**src/rtl/dispatch_decoder_pkg.sv**
```systemverilog
// Shared RV32I decode constants, dispatch unit encodings and immediate helpers
// for the dispatch_decoder slice.
package dispatch_decoder_pkg;

  localparam logic [6:0] OPC_LUI    = 7'b0110111;
  localparam logic [6:0] OPC_AUIPC  = 7'b0010111;
  localparam logic [6:0] OPC_JAL    = 7'b1101111;
  localparam logic [6:0] OPC_JALR   = 7'b1100111;
  localparam logic [6:0] OPC_BRANCH = 7'b1100011;
  localparam logic [6:0] OPC_LOAD   = 7'b0000011;
  localparam logic [6:0] OPC_STORE  = 7'b0100011;
  localparam logic [6:0] OPC_OP_IMM = 7'b0010011;
  localparam logic [6:0] OPC_OP     = 7'b0110011;

  localparam logic [1:0] UNIT_ROB = 2'd0;
  localparam logic [1:0] UNIT_RS  = 2'd1;
  localparam logic [1:0] UNIT_LSB = 2'd2;

  localparam logic [31:0] HALT_INST = 32'h0ff00513;

  typedef struct packed {
    logic [31:0] pc;
    logic [31:0] inst;
  } iq_entry_t;

  function automatic logic [31:0] imm_i(input logic [31:0] inst);
    return {{20{inst[31]}}, inst[31:20]};
  endfunction

  function automatic logic [31:0] imm_s(input logic [31:0] inst);
    return {{20{inst[31]}}, inst[31:25], inst[11:7]};
  endfunction

  function automatic logic [31:0] imm_b(input logic [31:0] inst);
    return {{19{inst[31]}}, inst[31], inst[7], inst[30:25], inst[11:8], 1'b0};
  endfunction

  function automatic logic [31:0] imm_u(input logic [31:0] inst);
    return {inst[31:12], 12'b0};
  endfunction

  function automatic logic [31:0] imm_j(input logic [31:0] inst);
    return {{11{inst[31]}}, inst[31], inst[19:12], inst[20], inst[30:21], 1'b0};
  endfunction

endpackage

```
**src/rtl/dispatch_decoder_inst_queue.sv**
```systemverilog
// Circular instruction FIFO with combinational head, global enable and a
// clear that overrides push and pop.
module inst_queue #(
  parameter int WIDTH = 64,
  parameter int DEPTH = 4
) (
  input  logic             clk,
  input  logic             rst,
  input  logic             en,
  input  logic             clear,
  input  logic             push,
  input  logic [WIDTH-1:0] push_data,
  input  logic             pop,
  output logic             head_valid,
  output logic [WIDTH-1:0] head_data,
  output logic             full
);

  localparam int AW    = $clog2(DEPTH);
  localparam int PTR_W = AW + 1;

  logic [PTR_W-1:0] wr_ptr_reg;
  logic [PTR_W-1:0] rd_ptr_reg;
  logic [WIDTH-1:0] mem_reg [DEPTH];
  logic             empty;
  logic             do_push;
  logic             do_pop;

  // Extra pointer bit distinguishes full from empty when the indices match.
  assign empty   = (wr_ptr_reg == rd_ptr_reg);
  assign full    = (wr_ptr_reg[AW] != rd_ptr_reg[AW]) &&
                   (wr_ptr_reg[AW-1:0] == rd_ptr_reg[AW-1:0]);
  assign do_push = en && !clear && push && !full;
  assign do_pop  = en && !clear && pop && !empty;

  assign head_valid = !empty;
  assign head_data  = mem_reg[rd_ptr_reg[AW-1:0]];

  always_ff @(posedge clk or posedge rst) begin
    if (rst) begin
      wr_ptr_reg <= '0;
      rd_ptr_reg <= '0;
    end else if (en) begin
      if (clear) begin
        wr_ptr_reg <= '0;
        rd_ptr_reg <= '0;
      end else begin
        if (do_push) wr_ptr_reg <= wr_ptr_reg + 1'b1;
        if (do_pop)  rd_ptr_reg <= rd_ptr_reg + 1'b1;
      end
    end
  end

  for (genvar gi = 0; gi < DEPTH; gi++) begin : g_entry
    always_ff @(posedge clk or posedge rst) begin
      if (rst) begin
        mem_reg[gi] <= '0;
      end else if (do_push && (wr_ptr_reg[AW-1:0] == AW'(gi))) begin
        mem_reg[gi] <= push_data;
      end
    end
  end

endmodule

```
**src/rtl/dispatch_decoder.sv**
```systemverilog
// RV32I decode/dispatch stage: queue head decode, rename bypass, registered
// dispatch outputs and fetch redirect. Optional macro: BRANCH_PREDICT_BTFN_EN.
module dispatch_decoder #(
  parameter int          ROB_W     = 5,
  parameter int          IQ_DEPTH  = 4,
  parameter logic [31:0] HALT_INST = dispatch_decoder_pkg::HALT_INST
) (
  input  logic             clk,
  input  logic             rst,
  input  logic             rdy,
  input  logic             flush,
  input  logic             fetch_valid,
  input  logic [31:0]      fetch_pc,
  input  logic [31:0]      fetch_inst,
  output logic             fetch_ready,
  output logic [4:0]       rf_rs1_idx,
  output logic [4:0]       rf_rs2_idx,
  input  logic [31:0]      rf_rs1_val,
  input  logic [31:0]      rf_rs2_val,
  input  logic             rf_rs1_busy,
  input  logic             rf_rs2_busy,
  input  logic [ROB_W-1:0] rf_rs1_tag,
  input  logic [ROB_W-1:0] rf_rs2_tag,
  input  logic             rob_full,
  input  logic [ROB_W-1:0] rob_tail,
  input  logic             rs_full,
  input  logic             lsb_full,
  output logic             disp_valid,
  output logic [1:0]       disp_unit,
  output logic [6:0]       disp_opcode,
  output logic [2:0]       disp_funct3,
  output logic             disp_funct7b5,
  output logic [4:0]       disp_rd,
  output logic             disp_rd_we,
  output logic [31:0]      disp_v1,
  output logic [31:0]      disp_v2,
  output logic [ROB_W-1:0] disp_q1,
  output logic [ROB_W-1:0] disp_q2,
  output logic             disp_has_q1,
  output logic             disp_has_q2,
  output logic [31:0]      disp_imm,
  output logic [31:0]      disp_pc,
  output logic [ROB_W-1:0] disp_rob_id,
  output logic             disp_pred_taken,
  output logic             disp_halt,
  output logic             redirect_valid,
  output logic [31:0]      redirect_pc
);

  import dispatch_decoder_pkg::*;

  iq_entry_t        head;
  logic [63:0]      head_bits;
  logic             head_valid;
  logic             iq_full;
  logic             iq_clear;

  logic [6:0]       opcode;
  logic [4:0]       rd;
  logic [4:0]       rs1;
  logic [4:0]       rs2;
  logic [2:0]       funct3;
  logic             is_halt, is_op, is_op_imm, is_branch, is_load, is_store;
  logic             is_jal, is_jalr, is_lui, is_auipc;
  logic             needs_rs, needs_lsb, can_disp, do_disp;
  logic             uses_rs1, uses_rs2, byp1, byp2;
  logic             pred_taken, take_redirect;
  logic [31:0]      redirect_target;

  logic [1:0]       unit_next;
  logic             rd_we_next;
  logic [31:0]      imm_next, v1_next, v2_next;
  logic [ROB_W-1:0] q1_next, q2_next;
  logic             has_q1_next, has_q2_next;

  logic             disp_valid_reg, redirect_valid_reg;
  logic [1:0]       disp_unit_reg;
  logic [6:0]       disp_opcode_reg;
  logic [2:0]       disp_funct3_reg;
  logic             disp_funct7b5_reg;
  logic [4:0]       disp_rd_reg;
  logic             disp_rd_we_reg;
  logic [31:0]      disp_v1_reg, disp_v2_reg, disp_imm_reg, disp_pc_reg;
  logic [ROB_W-1:0] disp_q1_reg, disp_q2_reg, disp_rob_id_reg;
  logic             disp_has_q1_reg, disp_has_q2_reg;
  logic             disp_pred_taken_reg, disp_halt_reg;
  logic [31:0]      redirect_pc_reg;

  inst_queue #(
    .WIDTH ($bits(iq_entry_t)),
    .DEPTH (IQ_DEPTH)
  ) u_iq (
    .clk        (clk),
    .rst        (rst),
    .en         (rdy),
    .clear      (iq_clear),
    .push       (fetch_valid),
    .push_data  ({fetch_pc, fetch_inst}),
    .pop        (can_disp),
    .head_valid (head_valid),
    .head_data  (head_bits),
    .full       (iq_full)
  );

  assign head        = iq_entry_t'(head_bits);
  assign fetch_ready = !iq_full;

  assign opcode = head.inst[6:0];
  assign rd     = head.inst[11:7];
  assign funct3 = head.inst[14:12];
  assign rs1    = head.inst[19:15];
  assign rs2    = head.inst[24:20];

  assign rf_rs1_idx = head_valid ? rs1 : 5'd0;
  assign rf_rs2_idx = head_valid ? rs2 : 5'd0;

  assign is_halt   = (head.inst == HALT_INST);
  assign is_op     = (opcode == OPC_OP);
  assign is_op_imm = (opcode == OPC_OP_IMM);
  assign is_branch = (opcode == OPC_BRANCH);
  assign is_load   = (opcode == OPC_LOAD);
  assign is_store  = (opcode == OPC_STORE);
  assign is_jal    = (opcode == OPC_JAL);
  assign is_jalr   = (opcode == OPC_JALR);
  assign is_lui    = (opcode == OPC_LUI);
  assign is_auipc  = (opcode == OPC_AUIPC);

  assign needs_rs  = !is_halt && (is_op || is_op_imm || is_branch);
  assign needs_lsb = !is_halt && (is_load || is_store);
  assign can_disp  = head_valid && !rob_full &&
                     !(needs_rs && rs_full) && !(needs_lsb && lsb_full);
  assign do_disp   = rdy && !flush && can_disp;

  assign uses_rs1 = is_op || is_op_imm || is_branch || is_load || is_store || is_jalr;
  assign uses_rs2 = is_op || is_branch || is_store;

  // The instruction dispatched last cycle has not reached the register file's
  // rename table yet, so its rd must be matched here.
  assign byp1 = disp_valid_reg && disp_rd_we_reg && (disp_rd_reg == rs1);
  assign byp2 = disp_valid_reg && disp_rd_we_reg && (disp_rd_reg == rs2);

`ifdef BRANCH_PREDICT_BTFN_EN
  assign pred_taken = is_branch && !is_halt && imm_b(head.inst)[31];
`else
  assign pred_taken = 1'b0;
`endif

  assign take_redirect   = is_jal || pred_taken;
  assign redirect_target = head.pc + (is_jal ? imm_j(head.inst) : imm_b(head.inst));
  assign iq_clear        = flush || (do_disp && take_redirect);

  always_comb begin
    unit_next = UNIT_ROB;
    if (!is_halt) begin
      if (is_op || is_op_imm || is_branch) unit_next = UNIT_RS;
      else if (is_load || is_store)        unit_next = UNIT_LSB;
    end

    rd_we_next = (rd != 5'd0) && !is_branch && !is_store;

    imm_next = 32'd0;
    if (is_lui)                        imm_next = imm_u(head.inst);
    else if (is_auipc)                 imm_next = head.pc + imm_u(head.inst);
    else if (is_jal || is_jalr)        imm_next = head.pc + 32'd4;
    else if (is_branch)                imm_next = imm_b(head.inst);
    else if (is_store)                 imm_next = imm_s(head.inst);
    else if (is_load || is_op_imm)     imm_next = imm_i(head.inst);

    has_q1_next = 1'b0;
    q1_next     = '0;
    v1_next     = 32'd0;
    if (uses_rs1) begin
      if (byp1) begin
        has_q1_next = 1'b1;
        q1_next     = disp_rob_id_reg;
      end else if (rf_rs1_busy) begin
        has_q1_next = 1'b1;
        q1_next     = rf_rs1_tag;
      end else begin
        v1_next = rf_rs1_val;
      end
    end

    has_q2_next = 1'b0;
    q2_next     = '0;
    v2_next     = 32'd0;
    if (is_op_imm) begin
      // Shifts carry the shift amount; bit 30 in the immediate field is funct7.
      if (funct3 == 3'b001 || funct3 == 3'b101) v2_next = {27'd0, rs2};
      else                                     v2_next = imm_i(head.inst);
    end else if (uses_rs2) begin
      if (byp2) begin
        has_q2_next = 1'b1;
        q2_next     = disp_rob_id_reg;
      end else if (rf_rs2_busy) begin
        has_q2_next = 1'b1;
        q2_next     = rf_rs2_tag;
      end else begin
        v2_next = rf_rs2_val;
      end
    end
  end

  always_ff @(posedge clk or posedge rst) begin
    if (rst) begin
      disp_valid_reg      <= 1'b0;
      redirect_valid_reg  <= 1'b0;
      redirect_pc_reg     <= 32'd0;
      disp_unit_reg       <= 2'd0;
      disp_opcode_reg     <= 7'd0;
      disp_funct3_reg     <= 3'd0;
      disp_funct7b5_reg   <= 1'b0;
      disp_rd_reg         <= 5'd0;
      disp_rd_we_reg      <= 1'b0;
      disp_v1_reg         <= 32'd0;
      disp_v2_reg         <= 32'd0;
      disp_q1_reg         <= '0;
      disp_q2_reg         <= '0;
      disp_has_q1_reg     <= 1'b0;
      disp_has_q2_reg     <= 1'b0;
      disp_imm_reg        <= 32'd0;
      disp_pc_reg         <= 32'd0;
      disp_rob_id_reg     <= '0;
      disp_pred_taken_reg <= 1'b0;
      disp_halt_reg       <= 1'b0;
    end else if (rdy) begin
      disp_valid_reg     <= do_disp;
      redirect_valid_reg <= do_disp && take_redirect;
      if (do_disp) begin
        if (take_redirect) redirect_pc_reg <= redirect_target;
        disp_unit_reg       <= unit_next;
        disp_opcode_reg     <= opcode;
        disp_funct3_reg     <= funct3;
        disp_funct7b5_reg   <= head.inst[30];
        disp_rd_reg         <= rd;
        disp_rd_we_reg      <= rd_we_next;
        disp_v1_reg         <= v1_next;
        disp_v2_reg         <= v2_next;
        disp_q1_reg         <= q1_next;
        disp_q2_reg         <= q2_next;
        disp_has_q1_reg     <= has_q1_next;
        disp_has_q2_reg     <= has_q2_next;
        disp_imm_reg        <= imm_next;
        disp_pc_reg         <= head.pc;
        disp_rob_id_reg     <= rob_tail;
        disp_pred_taken_reg <= pred_taken;
        disp_halt_reg       <= is_halt;
      end
    end
  end

  assign disp_valid      = disp_valid_reg && rdy;
  assign redirect_valid  = redirect_valid_reg && rdy;
  assign redirect_pc     = redirect_pc_reg;
  assign disp_unit       = disp_unit_reg;
  assign disp_opcode     = disp_opcode_reg;
  assign disp_funct3     = disp_funct3_reg;
  assign disp_funct7b5   = disp_funct7b5_reg;
  assign disp_rd         = disp_rd_reg;
  assign disp_rd_we      = disp_rd_we_reg;
  assign disp_v1         = disp_v1_reg;
  assign disp_v2         = disp_v2_reg;
  assign disp_q1         = disp_q1_reg;
  assign disp_q2         = disp_q2_reg;
  assign disp_has_q1     = disp_has_q1_reg;
  assign disp_has_q2     = disp_has_q2_reg;
  assign disp_imm        = disp_imm_reg;
  assign disp_pc         = disp_pc_reg;
  assign disp_rob_id     = disp_rob_id_reg;
  assign disp_pred_taken = disp_pred_taken_reg;
  assign disp_halt       = disp_halt_reg;

endmodule

```
**config.mk**
```make
export PLATFORM = sky130hd
export DESIGN_NAME = dispatch_decoder
export DESIGN_NICKNAME = d
export VERILOG_FILES = /design/src/rtl/dispatch_decoder_pkg.sv /design/src/rtl/dispatch_decoder_inst_queue.sv /design/src/rtl/dispatch_decoder.sv
export SDC_FILE = /design/constraint.sdc
export NUM_CORES = 1
export LEC_CHECK = 0
export BUFFER_PORTS_ARGS = -buffer_cell sky130_fd_sc_hd__buf_2
export CORE_MARGIN = 2
export CORE_UTILIZATION = 52
export DETAILED_ROUTE_END_ITERATION = 12
export PLACE_DENSITY_LB_ADDON = 0.05
export SYNTH_ARGS = -nofsm -noshare
export SYNTH_HDL_FRONTEND = slang
export SYNTH_SLANG_ARGS = --single-unit
```
**constraint.sdc**
```tcl
create_clock -name clk -period 33.6 [get_ports clk]
set_input_delay 1.68 -clock clk [delete_from_list [all_inputs] [get_ports clk]]
set_output_delay 1.68 -clock clk [all_outputs]
set_load 0.1 [all_outputs]
```
-- Yosys cells after proc, flatten, opt, wreduce, memory -nomap -nowiden
Cells that the tools add are included.
- add/sub/neg operators: 5
- magnitude comparators: 1
- equality and inequality tests: 20
- multiplexer cells: 41
- bitwise logic cells: 1
- reductions and logical operators: 57
- operators by type and width (cell ; number):
    32-bit 2-to-1 mux ; 14
    64-bit binary-select mux with 2-bit select ; 1
    64-bit 2-to-1 mux ; 2
    32-bit adder ; 2
    5-bit 2-to-1 mux ; 9
    32-bit by 3-bit adder with 32-bit output (second input constant) ; 1
    32-bit by 28-bit equality test with 1-bit output (second input constant) ; 1
    1-bit logical AND ; 27
    7-bit by 6-bit equality test with 1-bit output (second input constant) ; 3
    7-bit equality test (second input constant) ; 3
    20-bit 2-to-1 mux ; 1
    7-bit by 5-bit equality test with 1-bit output (second input constant) ; 2
    1-bit logical OR ; 12
    3-bit 2-to-1 mux ; 4
    5-bit equality test ; 2
    1-bit logical NOT ; 10
    7-bit by 2-bit equality test with 1-bit output (second input constant) ; 1
    1-bit 2-to-1 mux ; 7
    3-bit by 1-bit adder with 3-bit output (second input constant) ; 2
    2-bit 2-to-1 mux ; 3
    2-bit AND reduction ; 3
    5-bit nonzero test ; 1
    2-bit equality test (second input constant) ; 2
    2-bit nonzero test ; 2
    10 further kinds ; 10
- flip-flop bits (word level): 461
- input port bits: 153
- output and inout port bits: 211
- logic and storage cells: 150

-- Logic depth before layout (Yosys ltp)
Gate-level depths: netlist (run 1).
- word-level depth: 21
- gate-level depth with buffers: 22
- depth with buffers taken out: 17

-- Modules after synthesis
From an unflattened synthesis (run 1), not the netlist that was laid out.
- cells, all modules: 2076
- area total of the unflattened synthesis: 23294.8 µm²
- by module, submodules not included (module ; times used ; cells each ; area each (µm²) ; sequential area each (µm²)):
    dispatch_decoder ; 1 ; 1411 ; 11786.3 ; 4979.8
    inst_queue ; 1 ; 665 ; 11508.5 ; 6556.3

-- Worst setup path before layout (run 1)
OpenSTA, ideal clock, no wires.
- path type: reg2reg
- start point: reg u_iq.rd_ptr_reg[0]
- end point: reg redirect_pc_reg[31], in the netlist redirect_pc[31]
- library setup time: 123 ps
- arrival: 4703 ps
- data required time: 33477 ps
- slack: 28774 ps
- stages on the path, launching flop included: 23
- buffers on the path: 5
- period minus slack after synthesis: 4826 ps
- path through: dfrtp_1 buf_6 buf_6 buf_6 mux4_2 clkbuf_1 nand2b_1 nor2_1 and2_1 clkbuf_1 nand2_1 nand2_1 ha_1 inv_1 fa_1 nor2b_1 o2111a_1 nor3_1 o21ai_0 a41oi_1 a211o_1 nand4b_1 a32o_1
- word-level cells in the longest chain between the ends: 14
- elaborated cells between the ends (all ways): 30
- those cells by class: add/sub: 1; eq/ne: 8; mux: 4; bitwise: 1; reduce/logical: 16
- RTL lines (item ; line ; text):
    from (decl) ; dispatch_decoder_inst_queue.sv:23 ; logic [PTR_W-1:0] rd_ptr_reg;
    from (signal assigned) ; dispatch_decoder_inst_queue.sv:49 ; if (do_pop) rd_ptr_reg <= rd_ptr_reg + 1'b1;
    branches (longest 14 deep; another with 32-bit adder) ; n/a ;
    to (signal assigned) ; dispatch_decoder.sv:230 ; if (take_redirect) redirect_pc_reg <= redirect_target;
    to (decl) ; dispatch_decoder.sv:87 ; logic [31:0] redirect_pc_reg;
Parallel ways; which one is timed is not known. The select of a mux whose other input is x is not followed.
A chain may end at the register's enable or synchronous reset.

-- Final worst setup path (run 1)
Ends and elaborated chain as after synthesis.

==> results.toml, run 1 <==
[floorplanning]
die_y_um = 215
rows = 77
die-width_um = 215
core_um2 = 44100
dieArea_um2 = 46400
start_util = 0.526
pin_count = 364

[sta]
finalClockSkew_ns = 0.0274
tightestPinTransition_ns = 1.22
period_share = 0.206
slew_headroom = 0.183
drv_slew = 0
setup_viol = 0
fmax_ghz = 0.144
rsz0062_at_grt = "no"
hold_viol = 0
post-route-min-period_ns = 6.93
tns_ns = 0

[synthesis]
synth_flop_cell = "dfrtp_1"
synth-seq-area-share = 0.497
netlist_area_um2 = 23200
yosys_warnings = 0
syn_nets = 2205
synth_cell_types = 79
async_reset_ff_frac = 1.00
ys_ff_latch = 461
avgSynthCellArea_um2 = 11.6
synth_edf_count = 0
syn_inst = 1995

[cts]
numCtsBuffers = 50
ctsHoldBuffers = 0
cts_num_sinks = 461
clk_latency_ns = 0.61
cts-resized-gates = 0
clk_pin_slew_ns = 0.06
cts_setup_buffers = 0
cts_buffer_depth = 3
cts_tree = "yes"
h-tree-depth = 2
cts_root_buffer = "clkbuf_16"

[global_routing]
antenna_found_initial = 3
overflow = 0
grt_pass1_vias = 17225
grt_max_degree = 152
grt_first_pass_wirelength_um = 108000
grtUsageTotal = 0.305

[critical_path]
crit_type = "reg -> reg"
worstPathArrival_ns = 7.40
r2r_slack_ns = 26.67
reg2reg_from = "u_iq.rd_ptr_reg[0]$_DFFE_PP0P_"
path_max_fanout = 42
critPathCaptureType = "register"
crit_path_start_kind = "register"
r2r_end = "redirect_pc[31]$_DFFE_PP0P_"
crit_required_ns = 34.08
rr_worst_depth = 18

[finish]
drive_above_1_share = 0.336
largest_reg_flops = 256
nFillCells = 3734
multi_input_area_um2 = 10900
syn_to_final_growth_pct = 16.5
final_nets = 2530
ff_latch_area_um2 = 11500

[route]
drt.antenna.violating_nets = 0
drt-total-wl_um = 70600
via_per_inst = 5.90
firstDrtPassIters = 5
drt_iter0_drc = 1481
vias = 17405
drc = 0
routedWlPerCell_um = 23.9

[flow_run]
max_cap_violations = 0

[run_status]
status = "finished clean"

[min_path]
min_to = "disp_halt$_DFFE_PP0P_"
hold_path_class = "reg -> reg"
hold_depth = 2
worstHoldStart = "disp_halt$_DFFE_PP0P_"

[placed_design]
place_congestion = 0.924
hpwl_um = 50000
port_buffers = 362
==> cell usage in the layout (no fill, tap or decap), types with 5 or more instances in the layout <==
cell       synthesis  routed
dfrtp_1          461     459
buf_2             14     362
nand2_1          305     305
mux2_2           213     213
o21ai_0          143     143
a21oi_1           83      83
nor2_1            79      79
mux4_2            64      64
ha_1              55      55
clkbuf_16          0      50
xor2_1            37      37
xnor2_1           37      37
inv_1             35      34
a22o_1            33      33
mux2_4            28      28
nand3_1           23      23
mux2_1            20      20
nand4_1           18      18
buf_4              8      18
a221oi_1          17      17
o31ai_1           17      16
nor3_1            18      15
a31oi_1           15      15
and2_1            13      13
nor2b_1           13      13
mux2i_1           13      13
and3_1            13      13
clkbuf_8           0      13
a21o_1            12      12
clkinv_2           0      10
nand2b_1           9       9
clkbuf_1          53       9
or3_1              7       7
o211ai_1           7       7
a22oi_1            7       7
o22ai_1            6       6
nor4_1             5       5
o221ai_1           5       5
bufinv_16          0       5
==> worst max-delay path, stage by stage (launching register included) <==
cell and delay, ns:
dfrtp_4 0.78, buf_4 0.79, mux4_2 0.75, nand2b_1 0.23
nor2_1 0.70, and2_1 0.55, nand2_1 0.09, nand2_1 0.09
ha_1 0.19, inv_1 0.06, fa_1 0.40, nor2b_1 0.18
o2111a_1 0.28, nor3_1 0.07, o21ai_0 0.50, a41oi_1 0.27
a211o_1 0.35, nand4b_1 0.19, a32o_1 0.29
==> worst max path at each step <==
stage                                         startpoint                          end  slack (ns)
final                     u_iq.rd_ptr_reg[0]$_DFFE_PP0P_  redirect_pc[31]$_DFFE_PP0P_       26.67
after CTS                 u_iq.rd_ptr_reg[0]$_DFFE_PP0P_  redirect_pc[31]$_DFFE_PP0P_       26.61
after global placement    u_iq.rd_ptr_reg[0]$_DFFE_PP0P_  redirect_pc[31]$_DFFE_PP0P_       26.81
after global routing      u_iq.rd_ptr_reg[0]$_DFFE_PP0P_  redirect_pc[31]$_DFFE_PP0P_       26.07
after floorplan                                      rst   disp_funct3[0]$_DFFE_PP0P_       19.07
after detailed placement  u_iq.rd_ptr_reg[0]$_DFFE_PP0P_  redirect_pc[31]$_DFFE_PP0P_       26.66
==> synthesized netlist by cell type (14+ instances only) <==
master    instances  area share
o21ai_0         143       0.031
nand2_1         305       0.049
mux4_2           64       0.062
a221oi_1         17      0.0064
buf_2            14      0.0030
nand4_1          18      0.0048
a22o_1           33       0.012
nand3_1          23      0.0050
ha_1             55       0.030
xnor2_1          37       0.014
xor2_1           37       0.014
nor3_1           18      0.0039
nor2_1           79       0.013
a21oi_1          83       0.018
mux2_2          213        0.10
mux2_4           28       0.018
inv_1            35      0.0057
a31oi_1          15      0.0040
clkbuf_1         53      0.0086
mux2_1           20      0.0097
dfrtp_1         461        0.50
buf_6            27       0.013
o31ai_1          17      0.0055
==> logic make-up (layout without fill, tap and decap cells) <==
family / count (synthesis) / count (layout) / share of synthesized area
and+or+nand+nor: 532 / 532 / 0.105
other: 1 / 2 / 0.000161
muxes: 338 / 338 / 0.199
xor gates and xnor gates: 74 / 74 / 0.0279
buffers and inverters: 144 / 508 / 0.0341
DFF: 461 / 461 / 0.497
AOI/OAI and AO/OA: 388 / 388 / 0.106
adders and majority gates: 57 / 57 / 0.0314
==> per-stage QoR <==
step | instance area [um2] | worst slack [ns] | utilization | hold slack (ns) | instances
global route | 27100 | 26.07 | 0.613 | 0.500 | 2951
CTS | 27100 | 26.61 | 0.613 | 0.465 | 2951
detailed placement | 25300 | 26.66 | 0.574 | 0.451 | 2860
global placement | 25300 | 26.81 | 0.574 | 0.451 | 2860
finish | 27100 | 26.67 | 0.613 | 0.463 | 2952
floorplan | 23200 | 19.07 | - | 0.459 | 1995
==> area by class of cell <==
cell class | count | share of cell area
sequential | 461 | 0.426
multi-input combinational | 1390 | 0.404
timing repair buffer | 381 | 0.0727
clock buffer | 72 | 0.0541
tap | 592 | 0.0274
clock inverter | 19 | 0.00976
inverter | 36 | 0.00527
antenna | 1 | 0.0000925
==> layer usage <==
metal	track usage	wire, um	up-vias
li1	-	-	7873
met1	0.443	31800	8870
met2	0.477	32600	559
met3	0.0512	4420	99
met4	0.0848	1690	4
met5	0	21	-
Power of run 1 is left out: the tool's default activity adds up to more than one toggle a clock period on the data nets, which glitch-free logic cannot reach.
==> run 2, diff against run 1 <==
- ABC_AREA: unset -> 1
- clock period: 33.6 -> 5.6 ns (I/O delays scaled with it)
==> run 2 against run 1 <==
  * Die area grew 11%
  * Wire length grew 38%
  * Synthesized area grew 11%
  * Largest cell class is now multi-input gates
==> results.toml, run 2 <==
[sta]
fmax_ghz = 0.192
drv_slew = 0
tightestPinTransition_ns = 1.41
period_share = 0.930
post-route-min-period_ns = 5.21
slew_headroom = 0.0484
setup_viol = 0
rsz0062_at_grt = "no"
finalClockSkew_ns = 0.0212
fin_hold_ws_ns = 0.0183
tns_ns = 0
hold_viol = 0

[synthesis]
ys_ff_latch = 461
synth_edf_count = 0
yosysMostFrequentCell = "nand2_1"
async_reset_ff_frac = 1.00
syn_inst = 3568
synth_cell_types = 48
yosys_warnings = 0
synth.area.top_cells = "dfrtp_1, nand2_1, nand3_1"
syn_nets = 3778
synth_flop_cell = "dfrtp_1"
netlist_area_um2 = 25800
synth-seq-area-share = 0.447
ys_top_cells_by_count = "nand2_1, dfrtp_1, nand3_1"
avgSynthCellArea_um2 = 7.24
synth_top_cell_by_area = "dfrtp_1"
synth_top_area_share = 0.447

[power]
pwr-share-clk = 0.191
ir_worst_vdd_mv = 0.307
share_seq_of_total_power = 0.269
p_sw_mw = 9.25
internal_power_mw = 8.17
total_power_mw = 17.4
power_frac_comb = 0.541
switching_share = 0.531
p_per_area_nw_per_um2 = 570
p_leak_nw = 17.1

[cts]
h-tree-depth = 2
clk_latency_ns = 0.61
cts_buffer_depth = 3
cts_root_buffer = "clkbuf_16"
cts_tree = "yes"
cts_setup_buffers = 0
ctsHoldBuffers = 109
cts_num_sinks = 461
clk_pin_slew_ns = 0.06
cts-resized-gates = 0
numCtsBuffers = 50

[floorplanning]
pin_count = 364
core_um2 = 49000
die_y_um = 227
start_util = 0.528
dieArea_um2 = 51500
rows = 81
die-width_um = 227

[finish]
final_nets = 4148
largest_reg_flops = 256
fin_util = 0.624
mostFrequentLayoutCells = "nand2_1, dfrtp_1, nand3_1"
syn_to_final_growth_pct = 18.3
drive_above_1_share = 0.130
nFillCells = 4398
layout.cells.most_common = "nand2_1"

[global_routing]
grt_max_degree = 230
grt_pass1_vias = 24560
antenna_found_initial = 5
grtUsageTotal = 0.372
overflow = 0
grt_first_pass_wirelength_um = 145000

[route]
routedWlPerCell_um = 20.9
drt-met1-wl_um = 40200
drt.antenna.violating_nets = 0
drt_iter0_drc = 2929
vias = 26151
top_layer_used = "met5"
firstDrtPassIters = 6
wl_met3_um = 8740
via_per_inst = 5.63
drt-total-wl_um = 97200
drc = 0
met2_length_um = 43700

[placed_design]
port_buffers = 362
hpwl_um = 66800
place_congestion = 1.00

[flow_run]
max_cap_violations = 0

[run_status]
status = "finished clean"

[critical_path]
crit_type = "reg -> reg"
crit_required_ns = 6.14
crit_path_start_kind = "register"
worstPathArrival_ns = 5.75
critPathCaptureType = "register"
path_max_fanout = 46

[min_path]
hold_path_class = "in -> reg"
run 2: worst paths after layout:
check	slack, ns	depth (start not counted)	startpoint	endpoint
max reg2reg	0.39	16	u_iq.rd_ptr_reg[0]$_DFFE_PP0P_	redirect_pc[21]$_DFFE_PP0P_
min	0.02	5	rf_rs2_val[2]	disp_v2[2]$_DFFE_PP0P_
max	0.39	16	u_iq.rd_ptr_reg[0]$_DFFE_PP0P_	redirect_pc[21]$_DFFE_PP0P_
min in group asynchronous	0.36	3	rst	redirect_pc[23]$_DFFE_PP0P_
min reg2reg	0.47	2	disp_v2[21]$_DFFE_PP0P_	disp_v2[21]$_DFFE_PP0P_
max in group asynchronous	3.60	4	rst	u_iq.rd_ptr_reg[0]$_DFFE_PP0P_
run 2: final cells by class:
type | count | area [um2] | area share
inverter | 315 | 1190 | 0.0389
multi-input combinational | 2605 | 12100 | 0.396
clock inverter | 11 | 116 | 0.00381
antenna | 2 | 5.00 | 0.000164
sequential | 461 | 11500 | 0.378
tap | 664 | 831 | 0.0272
timing repair buffer | 505 | 3250 | 0.106
clock buffer | 78 | 1530 | 0.0500
run 2: cells by family after synthesis:
group | after synthesis | synth area share
adder cells (fa/ha/maj) | 57 | 0.0282
AO/OA/AOI/OAI | 393 | 0.0825
AND/OR/NAND/NOR | 2098 | 0.336
XOR/XNOR | 56 | 0.0190
flip-flops | 461 | 0.447
other | 1 | 0.000145
buffers and inverters | 502 | 0.0873
run 2: metrics by stage:
| stage | cells | setup slack, ns | cell area, um2 |
|---|---|---|---|
| 2_1_floorplan | 3568 | -0.919 | 25800 |
| 6_report | 4641 | 0.390 | 30600 |
| 5_1_grt | 4640 | 0.0687 | 30600 |
| 3_3_place_gp | 4441 | 0.695 | 27800 |
| 3_5_place_dp | 4441 | 0.505 | 27800 |
| 4_1_cts | 4639 | 0.498 | 30600 |
run 2: worst max-delay path, cell delays in order (launching register included):
cell,delay (ns)
dfrtp_4,0.65
inv_4,0.32
buf_4,0.49
buf_4,0.44
nand2_1,0.09
a32oi_1,0.33
ha_1,0.22
inv_1,0.05
fa_1,0.39
o21ai_0,0.39
a21boi_0,0.28
o21ai_0,0.68
a21oi_1,0.20
o21ai_0,0.25
xor2_1,0.18
nand2_1,0.06
nand2_1,0.05
run 2: power groups by stage:
stage	registers, mW	logic, mW	clock network, mW
floorplan	6.65	4.48	0
global placement	4.69	9.12	0
detailed placement	4.71	9.17	0
CTS	4.66	9.27	3.36
global route	4.76	10.0	3.49
finish	4.68	9.42	3.32
run 2: per-layer routing:
metal	GRT usage	vias up
li1	-	12089
met1	0.506	12506
met2	0.580	1314
met3	0.0682	236
met4	0.169	6
met5	0	-
(Power assumes the default switching activity.)
==> run 3, diff against run 2 <==
- CTS_CLUSTER_DIAMETER: unset -> 120
- REMOVE_ABC_BUFFERS: unset -> 1
==> run 3 against run 2 <==
  * Worst setup slack gained 0.36 ns
  * Final cell count grew 0.13%
  * Combinational power shrank 4.0%
  * Fmax grew 7.4%
  * Sequential share of layout area shrank 0.11 points
==> results.toml, run 3 (same netlist as run 2, synthesis figures left out) <==
[global_routing]
grt_max_degree = 146
overflow = 0
grtUsageTotal = 0.369
grt_first_pass_wirelength_um = 145000
antenna_found_initial = 0
grt_pass1_vias = 24891

[critical_path]
cp_num_buf_inv = 4
crit_path_start_kind = "register"
crit_type = "reg -> reg"
cp_top_family = "simple AND/OR/NAND/NOR gates"
max_stage_delay_ns = 0.65
crit_required_ns = 6.09
crit_top_cell = "nand2_1"
worstPathArrival_ns = 5.34
critPathCaptureType = "register"
path_cells = "inv_4, nand2_1, nand3_1, nand2_1, nand2_1, nor3_1, nand2_1, buf_4, nand2_1, o21ai_0, ha_1, inv_1, fa_1, o21ai_0, a21boi_0, inv_1, nand3_1, nand3_1, nand3_1, nand3_1, xor2_1, nand2_1, nand2_1"
critPathSlowestCell = "dfrtp_4"
path_max_fanout = 42

[placed_design]
hpwl_um = 66200
port_buffers = 362
place_area_um2 = 28000
placed_cells = 4458
pre_cts_ws_ns = 0.890
place_congestion = 1.00

[finish]
instances_no_fill = 4647
final_nets = 4159
design_area_um2 = 30700
layout.cells.most_common = "nand2_1"
mostFrequentLayoutCells = "nand2_1, dfrtp_1, nand3_1"
syn_to_final_growth_pct = 18.6
drive_above_1_share = 0.133
largest_reg_flops = 256
nFillCells = 4427
antennaDiodeCount = 0

[sta]
slew_headroom = 0.269
fmax_ghz = 0.206
post-route-min-period_ns = 4.85
finalClockSkew_ns = 0.0181
finalWorstSetupSlack_ns = 0.748
setup_viol = 0
drv_slew = 0
rsz0062_at_grt = "no"
fin_hold_ws_ns = 0.0180
period_share = 0.866
tightestPinTransition_ns = 1.10
hold_viol = 0

[flow_run]
max_cap_violations = 0

[floorplanning]
rows = 81
die-width_um = 227
dieArea_um2 = 51500
pin_count = 364
core_um2 = 49000
die_y_um = 227
start_util = 0.528

[power]
share_seq_of_total_power = 0.276
p_leak_nw = 17.2
pwr-share-clk = 0.198
switching_share = 0.519
power_frac_comb = 0.527
p_per_area_nw_per_um2 = 560
total_power_mw = 17.2
ir_worst_vdd_mv = 0.345
internal_power_mw = 8.25
p_sw_mw = 8.91

[route]
met2_length_um = 43800
drt-met1-wl_um = 39900
drt_iter0_drc = 2731
firstDrtPassIters = 6
top_layer_used = "met4"
routedWlPerCell_um = 20.6
drt-total-wl_um = 95800
wl_met3_um = 8250
vias = 25900
drt.antenna.violating_nets = 0
drc = 0
via_per_inst = 5.57

[cts]
cts_tree = "yes"
clk_pin_slew_ns = 0.06
h-tree-depth = 2
cts_root_buffer = "clkbuf_16"
cts_num_sinks = 461
numCtsBuffers = 50
cts_buffer_depth = 3
clk_latency_ns = 0.61

[run_status]
status = "finished clean"

[min_path]
hold_path_class = "in -> reg"
-- run 3: cell types whose count changed in the layout (fill, tap and decap cells not counted), moves of 2 or more --
| cell | previous run | this run |
|---|---|---|
| ha_2 | 0 | 4 |
| clkbuf_16 | 52 | 50 |
| ha_4 | 4 | 0 |
| clkinvlp_4 | 4 | 1 |
| clkbuf_8 | 13 | 9 |
| buf_4 | 27 | 40 |
| diode_2 | 2 | 0 |
| bufinv_16 | 1 | 5 |
| dlygate4sd3_1 | 109 | 103 |
| buf_12 | 7 | 11 |
-- run 3: worst paths after layout --
path / cells after the start / start / slack [ns] / endpoint
setup / recovery: 23 / u_iq.rd_ptr_reg[0]$_DFFE_PP0P_ / 0.75 / redirect_pc[31]$_DFFE_PP0P_
min in group asynchronous: 3 / rst / 0.32 / disp_imm[5]$_DFFE_PP0P_
hold / removal: 5 / rf_rs2_val[3] / 0.02 / disp_v2[3]$_DFFE_PP0P_
hold reg to reg: 2 / disp_v2[17]$_DFFE_PP0P_ / 0.47 / disp_v2[17]$_DFFE_PP0P_
max in group asynchronous: 4 / rst / 3.67 / u_iq.rd_ptr_reg[0]$_DFFE_PP0P_
setup reg to reg: 23 / u_iq.rd_ptr_reg[0]$_DFFE_PP0P_ / 0.75 / redirect_pc[31]$_DFFE_PP0P_
-- run 3: area by class of cell --
type	count	area, um2	area share
Clock inverter	15	239	0.00780
Multi-Input combinational cell	2605	12100	0.394
Inverter	315	1190	0.0389
Sequential cell	461	11500	0.377
Timing Repair Buffer	516	3360	0.110
Clock buffer	71	1420	0.0463
Tap cell	664	831	0.0271
-- run 3: worst register-to-register path: stages, from the launching register on --
cell      delay (ns)
dfrtp_4         0.65
inv_4           0.27
nand2_1         0.16
nand3_1         0.08
nand2_1         0.10
nand2_1         0.16
nor3_1          0.38
nand2_1         0.35
buf_4           0.30
nand2_1         0.07
o21ai_0         0.10
ha_1            0.22
inv_1           0.08
fa_1            0.23
o21ai_0         0.18
a21boi_0        0.47
inv_1           0.15
nand3_1         0.11
nand3_1         0.17
nand3_1         0.13
nand3_1         0.08
xor2_1          0.16
nand2_1         0.09
nand2_1         0.05
-- run 3: power groups by stage --
stage | sequential (mW) | combinational, mW | clock, mW
floorplan | 6.73 | 4.26 | 0
global placement | 4.74 | 8.78 | 0
detailed placement | 4.75 | 8.83 | 0
CTS | 4.71 | 8.93 | 3.43
global route | 4.80 | 9.71 | 3.56
finish | 4.73 | 9.04 | 3.39
-- run 3: metrics by stage --
step | setup TNS [ns] | util
6_report | 0 | 0.626
5_1_grt | 0 | 0.626
4_1_cts | 0 | 0.626
3_5_place_dp | 0 | 0.571
3_3_place_gp | 0 | 0.571
2_1_floorplan | -4199.77 | -
-- run 3: metal layers --
layer  track usage  vias up
li1              -    12119
met1         0.498    12354
met2         0.588     1219
met3        0.0661      208
met4         0.152        0
met5             0        -
-- run 3: repair_timing --
| action | in CTS | in global routing |
|---|---|---|
| gates resized for setup | 0 | 0 |
| hold endpoints to repair | 410 | 0 |
| hold buffers | 103 | 0 |
| buffers inserted | 0 | 0 |
